$ cat src/rtl/alu_result_writeback.sv
// alu_result_writeback: latches the ALU result into Z and sequences its write to Rc, HI/LO, MAR or PC
module alu_result_writeback #(
  parameter int WIDTH = 32,
  parameter int ACK_TIMEOUT = 15
) (
  input  logic               clk,
  input  logic               clr,
  input  logic               start,
  input  logic [4:0]         opcode,
  input  logic [2*WIDTH-1:0] rc_in,
  input  logic               rf_ack,
  output logic [WIDTH-1:0]   zlo_out,
  output logic [WIDTH-1:0]   zhi_out,
  output logic               rf_en,
  output logic [WIDTH-1:0]   rf_data,
  output logic               lo_en,
  output logic               hi_en,
  output logic [WIDTH-1:0]   lo_data,
  output logic [WIDTH-1:0]   hi_data,
  output logic               mar_en,
  output logic               pc_en,
  output logic [WIDTH-1:0]   addr_data,
  output logic               busy,
  output logic               done,
  output logic               err
);
  localparam int CW = $clog2(ACK_TIMEOUT + 1);
  localparam logic [CW-1:0] LAST = CW'(ACK_TIMEOUT - 1);
  typedef enum logic [2:0] {IDLE, WB_RC, WB_LO, WB_HI, LD_MAR, LD_PC, DONE, ERR} state_t;
  state_t state, next;
  logic [2*WIDTH-1:0] z;
  logic [CW-1:0] cnt;
  function automatic state_t dispatch(input logic [4:0] op);
    if (op inside {[5'd3:5'd13], 5'd16, 5'd17}) return WB_RC;
    if (op inside {5'd14, 5'd15}) return WB_LO;
    if (op inside {[5'd0:5'd2]}) return LD_MAR;
    return op == 5'd18 ? LD_PC : DONE;
  endfunction
  always_ff @(posedge clk or posedge clr) begin
    if (clr) begin
      state <= IDLE;
      z <= '0;
      cnt <= '0;
    end else begin
      state <= next;
      if (state == IDLE && start) z <= rc_in;
      cnt <= (state == WB_RC && next == WB_RC) ? cnt + CW'(1) : '0;
    end
  end
  always_comb begin
    next = IDLE;
    case (state)
      IDLE:          next = start ? dispatch(opcode) : IDLE;
      WB_RC:         next = rf_ack ? DONE : (cnt == LAST ? ERR : WB_RC);
      WB_LO:         next = WB_HI;
      WB_HI:         next = DONE;
      LD_MAR, LD_PC: next = DONE;
      default:       next = IDLE;
    endcase
  end
  // Moore decode: every strobe and data word comes straight from the state and Z flops
  always_comb begin
    rf_en = state == WB_RC;
    lo_en = state == WB_LO;
    hi_en = state == WB_HI;
    mar_en = state == LD_MAR;
    pc_en = state == LD_PC;
    done = state == DONE;
    err = state == ERR;
    busy = state != IDLE;
    rf_data = rf_en ? z[WIDTH-1:0] : '0;
    lo_data = lo_en ? z[WIDTH-1:0] : '0;
    hi_data = hi_en ? z[2*WIDTH-1:WIDTH] : '0;
    addr_data = (mar_en || pc_en) ? z[WIDTH-1:0] : '0;
  end
  assign zlo_out = z[WIDTH-1:0];
  assign zhi_out = z[2*WIDTH-1:WIDTH];
endmodule

$ cat config.mk
export PLATFORM = sky130hd
export DESIGN_NAME = alu_result_writeback
export DESIGN_NICKNAME = d
export VERILOG_FILES = /design/src/rtl/alu_result_writeback.sv
export SDC_FILE = /design/constraint.sdc
export NUM_CORES = 1
export LEC_CHECK = 0
export ABC_AREA = 1
export BUFFER_PORTS_ARGS = -buffer_cell sky130_fd_sc_hd__clkbuf_2
export CORE_AREA = 2 2 105 107
export DETAILED_ROUTE_END_ITERATION = 12
export DIE_AREA = 0 0 107 109
export GPL_ROUTABILITY_DRIVEN = 0
export HOLD_SLACK_MARGIN = 0.03
export PLACE_DENSITY = 0.74
export SYNTH_ARGS = -nofsm -noshare
export SYNTH_HDL_FRONTEND = slang
export SYNTH_SLANG_ARGS = --single-unit
$ cat constraint.sdc
create_clock -name clk -period 1.8 [get_ports clk]
set_input_delay 0.18 -clock clk [delete_from_list [all_inputs] [get_ports clk]]
set_output_delay 0.18 -clock clk [all_outputs]
set_load 0.02 [all_outputs]
==> impl_metrics.yaml, run 1 <==
layout:
  n_antenna_cell: 0
  areaGrowthSynthToFinish_pct: 54.8
  nFillCells: 1089
  regArea_um2: 1780
  final_common_cell: "clkbuf_2"
  multi_input_area_um2: 1300
  layout_common_cells: "clkbuf_2, nor2_1, nand2_1, inv_1, dfrtp_1"
  drive_above_1_share_pct: 40.6
  fin_nets: 840
sta:
  worst_slew_pin_slew_ns: 0.485
  final_hold_viol_count: 0
  grt_setup_unrepaired: "false"
  fin_hold_ws_ns: 0.0482
  min_period_over_period_pct: 95.2
  fmax_ghz: 0.584
  skew_ns: 0.0134
  slew_viol_final: 0
  period_needed_ns: 1.71
  report.final.setup_viol: 0
  fin_tns_setup_ns: 0
  slew_headroom_pct: 67.6
detailed_routing:
  num_vias: 3992
  via_per_inst: 4.39
  route.detailed.drc: 0
  post_drt_wl_per_cell_um: 12.3
  wirelength_mm: 11.2
  ant_nets: 0
  drt-initial-drc-count: 134
  drtPass1Iterations: 4
global_route:
  grt_pass1_wl_mm: 16.5
  grt_overflow_total: 0
  grt_pass1_vias: 3444
  grt_max_degree: 53
  grt_usage_pct: 18.1
  antenna_found_initial: 0
logic_synthesis:
  synthCells: 476
  ys_seq_area_share_pct: 50.8
  yosys_warnings: 0
  ys_seq_elements: 71
  synth_cell_types: 22
  syn_area_um2: 3500
  synth_nets: 551
  syn-mean-instance-area_um2: 7.35
clock_network:
  cts_tree: "done"
  cts_root_buf: "clkbuf_8"
  clk_latency_ns: 0.34
  cts_setup_buffers: 0
  ctsLongestPathBuffers: 2
  cts.htree.levels: 3
  cts_made_buffers: 9
  path_clk_slew_ns: 0.08
  clock-sinks: 71
critical_path:
  crit_type: "reg -> out"
  required_ns: 1.62
  critPathLaunchType: "register"
  path_cells: "inv_2 > nand3_2 > buf_6 > nor2_1 > clkbuf_2"
  slowest_delay_ns: 0.46
  slowest_stage: "dfrtp_2"
  end_kind: "output port"
  cp_max_fo: 22
  cp.arrival_ns: 1.53
placed_design:
  io_buffer_count: 272
  dp_hpwl_mm: 8.60
die:
  io_pins: 273
  fp.dieH_um: 109
  std_cell_rows: 38
  fp.coreArea_um2: 10600
  die_w_um: 107
  initial_utilization_pct: 33.0
  die_area_um2: 11700
flow_run:
  max_cap_viol_count: 0
pwr:
  power.leakage_uw: 0.00312
  ir_drop_uv: 742
  power.total_uw: 9790
  powerDensity_nw_per_um2: 1810
min_path:
  hold_path_class: "in -> reg"
run_status:
  status: "complete, no violations"
==> state kept, by name (all words and copies together) (netlist names) <==
name,cells
cnt,4
z,64
state,3
==> synthesized netlist by cell type (all sizes together) <==
cell	n	area (um^2)
inv	76	285
xnor2	1	8.76
nand3	11	70.1
o21ai	67	335
nand4	1	6.26
nand2	75	284
ha	2	25.0
xor2	1	8.76
buf	12	82.6
a21oi	2	10.0
clkbuf	15	56.3
dfrtp	71	1780
nor2	137	524
and3	1	6.26
nor3	4	20.0
==> cell type report <==
class                   count  area share [%]
flip-flops and latches     71            32.8
repair buffers            305            31.2
multi-input cells         302            24.1
inverters                  76            5.38
well taps                 140            3.23
clock buffers              11            2.61
clock inverters             5           0.624
==> what timing repair did <==
| item | 4_1_cts | 5_1_grt |
|---|---|---|
| hold endpoints to repair | 90 | 0 |
| endpoints found under the setup margin | 22 | 100 |
| resized for setup | 2 | 15 |
| hold buffers | 20 | 0 |
==> cells by family after synthesis <==
logic type      count (synthesis)  share of synthesized area [%]
simple gates                  229                           26.0
buf+inv                       103                           12.1
flops                          71                           50.8
compound gates                 69                           9.87
xor+xnor                        2                          0.501
fa+ha+maj                       2                          0.715
==> worst paths after layout <==
kind	from	to	slack, ns	depth (start not counted)
setup / recovery	state[1]	rf_data[9]	0.09	5
hold / removal	rc_in[53]	z[53]	0.05	3
setup reg to reg	state[1]	z[36]	0.29	6
hold reg to reg	cnt[0]	cnt[0]	0.49	1
max in group asynchronous	clr	state[0]	0.92	4
min in group asynchronous	clr	z[54]	0.49	4
==> worst max-delay path: cells and delay by family (launching register included) <==
family                 cells  cell delay [ns]
buffers and inverters      3             0.48
DFF                        1             0.46
and+or+nand+nor            2             0.24
==> routing by layer <==
| metal | global-route usage, % | wire [um] | vias up |
|---|---|---|---|
| met5 | 0 | 0 | - |
| li1 | - | - | 1998 |
| met4 | 4.92 | 174 | 0 |
| met3 | 4.66 | 771 | 14 |
| met2 | 33.4 | 5920 | 166 |
| met1 | 20.7 | 4320 | 1814 |
==> per-stage QoR <==
step                      cells  util, %  cell area, um^2  setup WS [ns]
final                       910     51.1             5420         0.0865
after global routing        910     51.1             5420        0.00609
after CTS                   910     50.8             5390        0.00564
after detailed placement    874     47.3             5010          0.265
after global placement      874     47.3             5010          0.344
after floorplan             476        -             3500          0.391
==> where the power goes <==
part / internal, uW / switching (uW)
Clock: 536 / 603
Sequential: 2350 / 431
Combinational: 1730 / 4150
Note: power is estimated with default switching activity, not from simulation.
==> run 2, diff against run 1 <==
==> constraint.sdc (replaced) <==
create_clock -name clk -period 1.8 [get_ports clk]
set_input_delay 0.18 -clock clk [delete_from_list [all_inputs] [get_ports clk]]
set_output_delay 0.18 -clock clk [all_outputs]
set_load 0.01 [all_outputs]
==> run 2 against run 1 <==
Non-clock buffer count shrank 9. Via count shrank 1.7%. Worst setup slack gained 0.049 ns. Utilization shrank 0.57 points. First-iteration DRC count shrank 4.5%. Sequential share of layout area grew 0.37 points. Count of clock-buffer cells in the layout shrank 1. Highest routed layer unchanged.
==> impl_metrics.yaml, run 2 (synthesis gave the netlist of run 1 again) <==
sta:
  worst_slew_pin_slew_ns: 0.682
  period_needed_ns: 1.66
  fmax_ghz: 0.601
  slew_viol_final: 0
  final_hold_viol_count: 0
  skew_ns: 0.0157
  slew_headroom_pct: 54.5
  grt_setup_unrepaired: "false"
  min_period_over_period_pct: 92.5
  fin_tns_setup_ns: 0
  report.final.setup_viol: 0
critical_path:
  required_ns: 1.62
  end_kind: "output port"
  crit_type: "reg -> out"
  cp_max_fo: 35
  cp.arrival_ns: 1.48
  critPathLaunchType: "register"
  rrSetupSlack_ns: 0.35
clock_network:
  cts_root_buf: "clkbuf_8"
  clk_latency_ns: 0.34
  clock-sinks: 71
  cts.htree.levels: 3
  ctsLongestPathBuffers: 2
  cts_made_buffers: 9
  cts_setup_buffers: 0
  cts_tree: "done"
  path_clk_slew_ns: 0.08
detailed_routing:
  route.detailed.drc: 0
  num_vias: 3925
  drtPass1Iterations: 4
  ant_nets: 0
  via_per_inst: 4.36
  post_drt_wl_per_cell_um: 12.0
  wirelength_mm: 10.8
  drt-initial-drc-count: 128
die:
  std_cell_rows: 38
  io_pins: 273
  die_area_um2: 11700
  die_w_um: 107
  fp.dieH_um: 109
  fp.coreArea_um2: 10600
  initial_utilization_pct: 33.0
global_route:
  grt_pass1_vias: 3271
  gr-usage-met2_pct: 32.0
  grt_pass1_wl_mm: 16.2
  use_met3_pct: 4.06
  antenna_found_initial: 0
  grt_max_degree: 57
  grt_busiest_layer: "met2"
  grt_overflow_total: 0
  grt_usage_pct: 17.8
  met1_usage_pct: 21.6
layout:
  layout_common_cells: "clkbuf_2, nor2_1, nand2_1, inv_1, dfrtp_1"
  fin_nets: 831
  final_common_cell: "clkbuf_2"
  n_antenna_cell: 0
  largest_register: "z"
  largestRegisters: "z: 64 flops, cnt: 4 flops, state: 3 flops"
  largest_reg_flops: 64
  areaGrowthSynthToFinish_pct: 53.1
  nFillCells: 1103
  drive_above_1_share_pct: 40.7
placed_design:
  dp_hpwl_mm: 8.31
  io_buffer_count: 272
pwr:
  power.leakage_uw: 0.00309
  power.total_uw: 8760
  powerDensity_nw_per_um2: 1640
  ir_drop_uv: 533
flow_run:
  max_cap_viol_count: 0
run_status:
  status: "complete, no violations"
min_path:
  hold_path_class: "in -> reg"
## run 2: changes by cell type in the layout (fill, tap and decap cells not counted), sizes merged
cell	delta
buf	-8
dlygate4sd3	-7
clkbuf	+5
clkinv	-2
inv	+2
bufinv	+1
## run 2: worst paths after layout
kind                            startpoint    endpoint  cells after the start
worst max register to register    state[1]       z[25]                      5
worst max-delay path              state[2]  hi_data[1]                      5
min in group asynchronous              clr       z[54]                      3
max in group asynchronous              clr       z[15]                      4
worst min-delay path             rc_in[56]       z[56]                      3
worst min register to register      cnt[0]      cnt[0]                      1
## run 2: cell type report
class	count	area (um^2)	area share, %
Inverter	76	289	5.40
Tap cell	140	175	3.27
Clock buffer	10	128	2.38
Clock inverter	6	67.6	1.26
Sequential cell	71	1780	33.2
Multi-Input combinational cell	302	1300	24.2
Timing Repair Buffer	296	1620	30.2
## run 2: where the power goes
part | switching [uW] | internal [uW]
clock network | 614 | 648
logic | 3030 | 1700
registers | 427 | 2350
## run 2: per-stage QoR
step                      utilization (%)  hold slack, ns  cells  instance area [um^2]  setup WS (ns)
after floorplan                         -           0.301    476                  3500          0.462
after global placement               47.4           0.296    872                  5020          0.399
after detailed placement             47.4           0.309    872                  5020          0.338
after CTS                            50.1          0.0308    898                  5320        0.00344
after global routing                 50.5          0.0302    901                  5360         0.0113
final                                50.5          0.0422    901                  5360          0.135
## run 2: critical path, cell delays in order, from the launching register on
cell	delay [ns]
dfrtp_1	0.39
inv_2	0.14
nand3_1	0.14
buf_12	0.19
nor2_1	0.13
clkbuf_2	0.15
## run 2: what timing repair did
| action | 4_1_cts | 5_1_grt |
|---|---|---|
| resized for setup | 0 | 5 |
| endpoints found under the setup margin | 0 | 65 |
| endpoints found under the hold margin | 38 | 3 |
| hold buffers | 10 | 3 |
## run 2: routing by layer
layer	vias up	wire length [um]
met5	-	0
met4	0	123
met3	12	596
met2	142	5610
met1	1789	4470
li1	1982	-
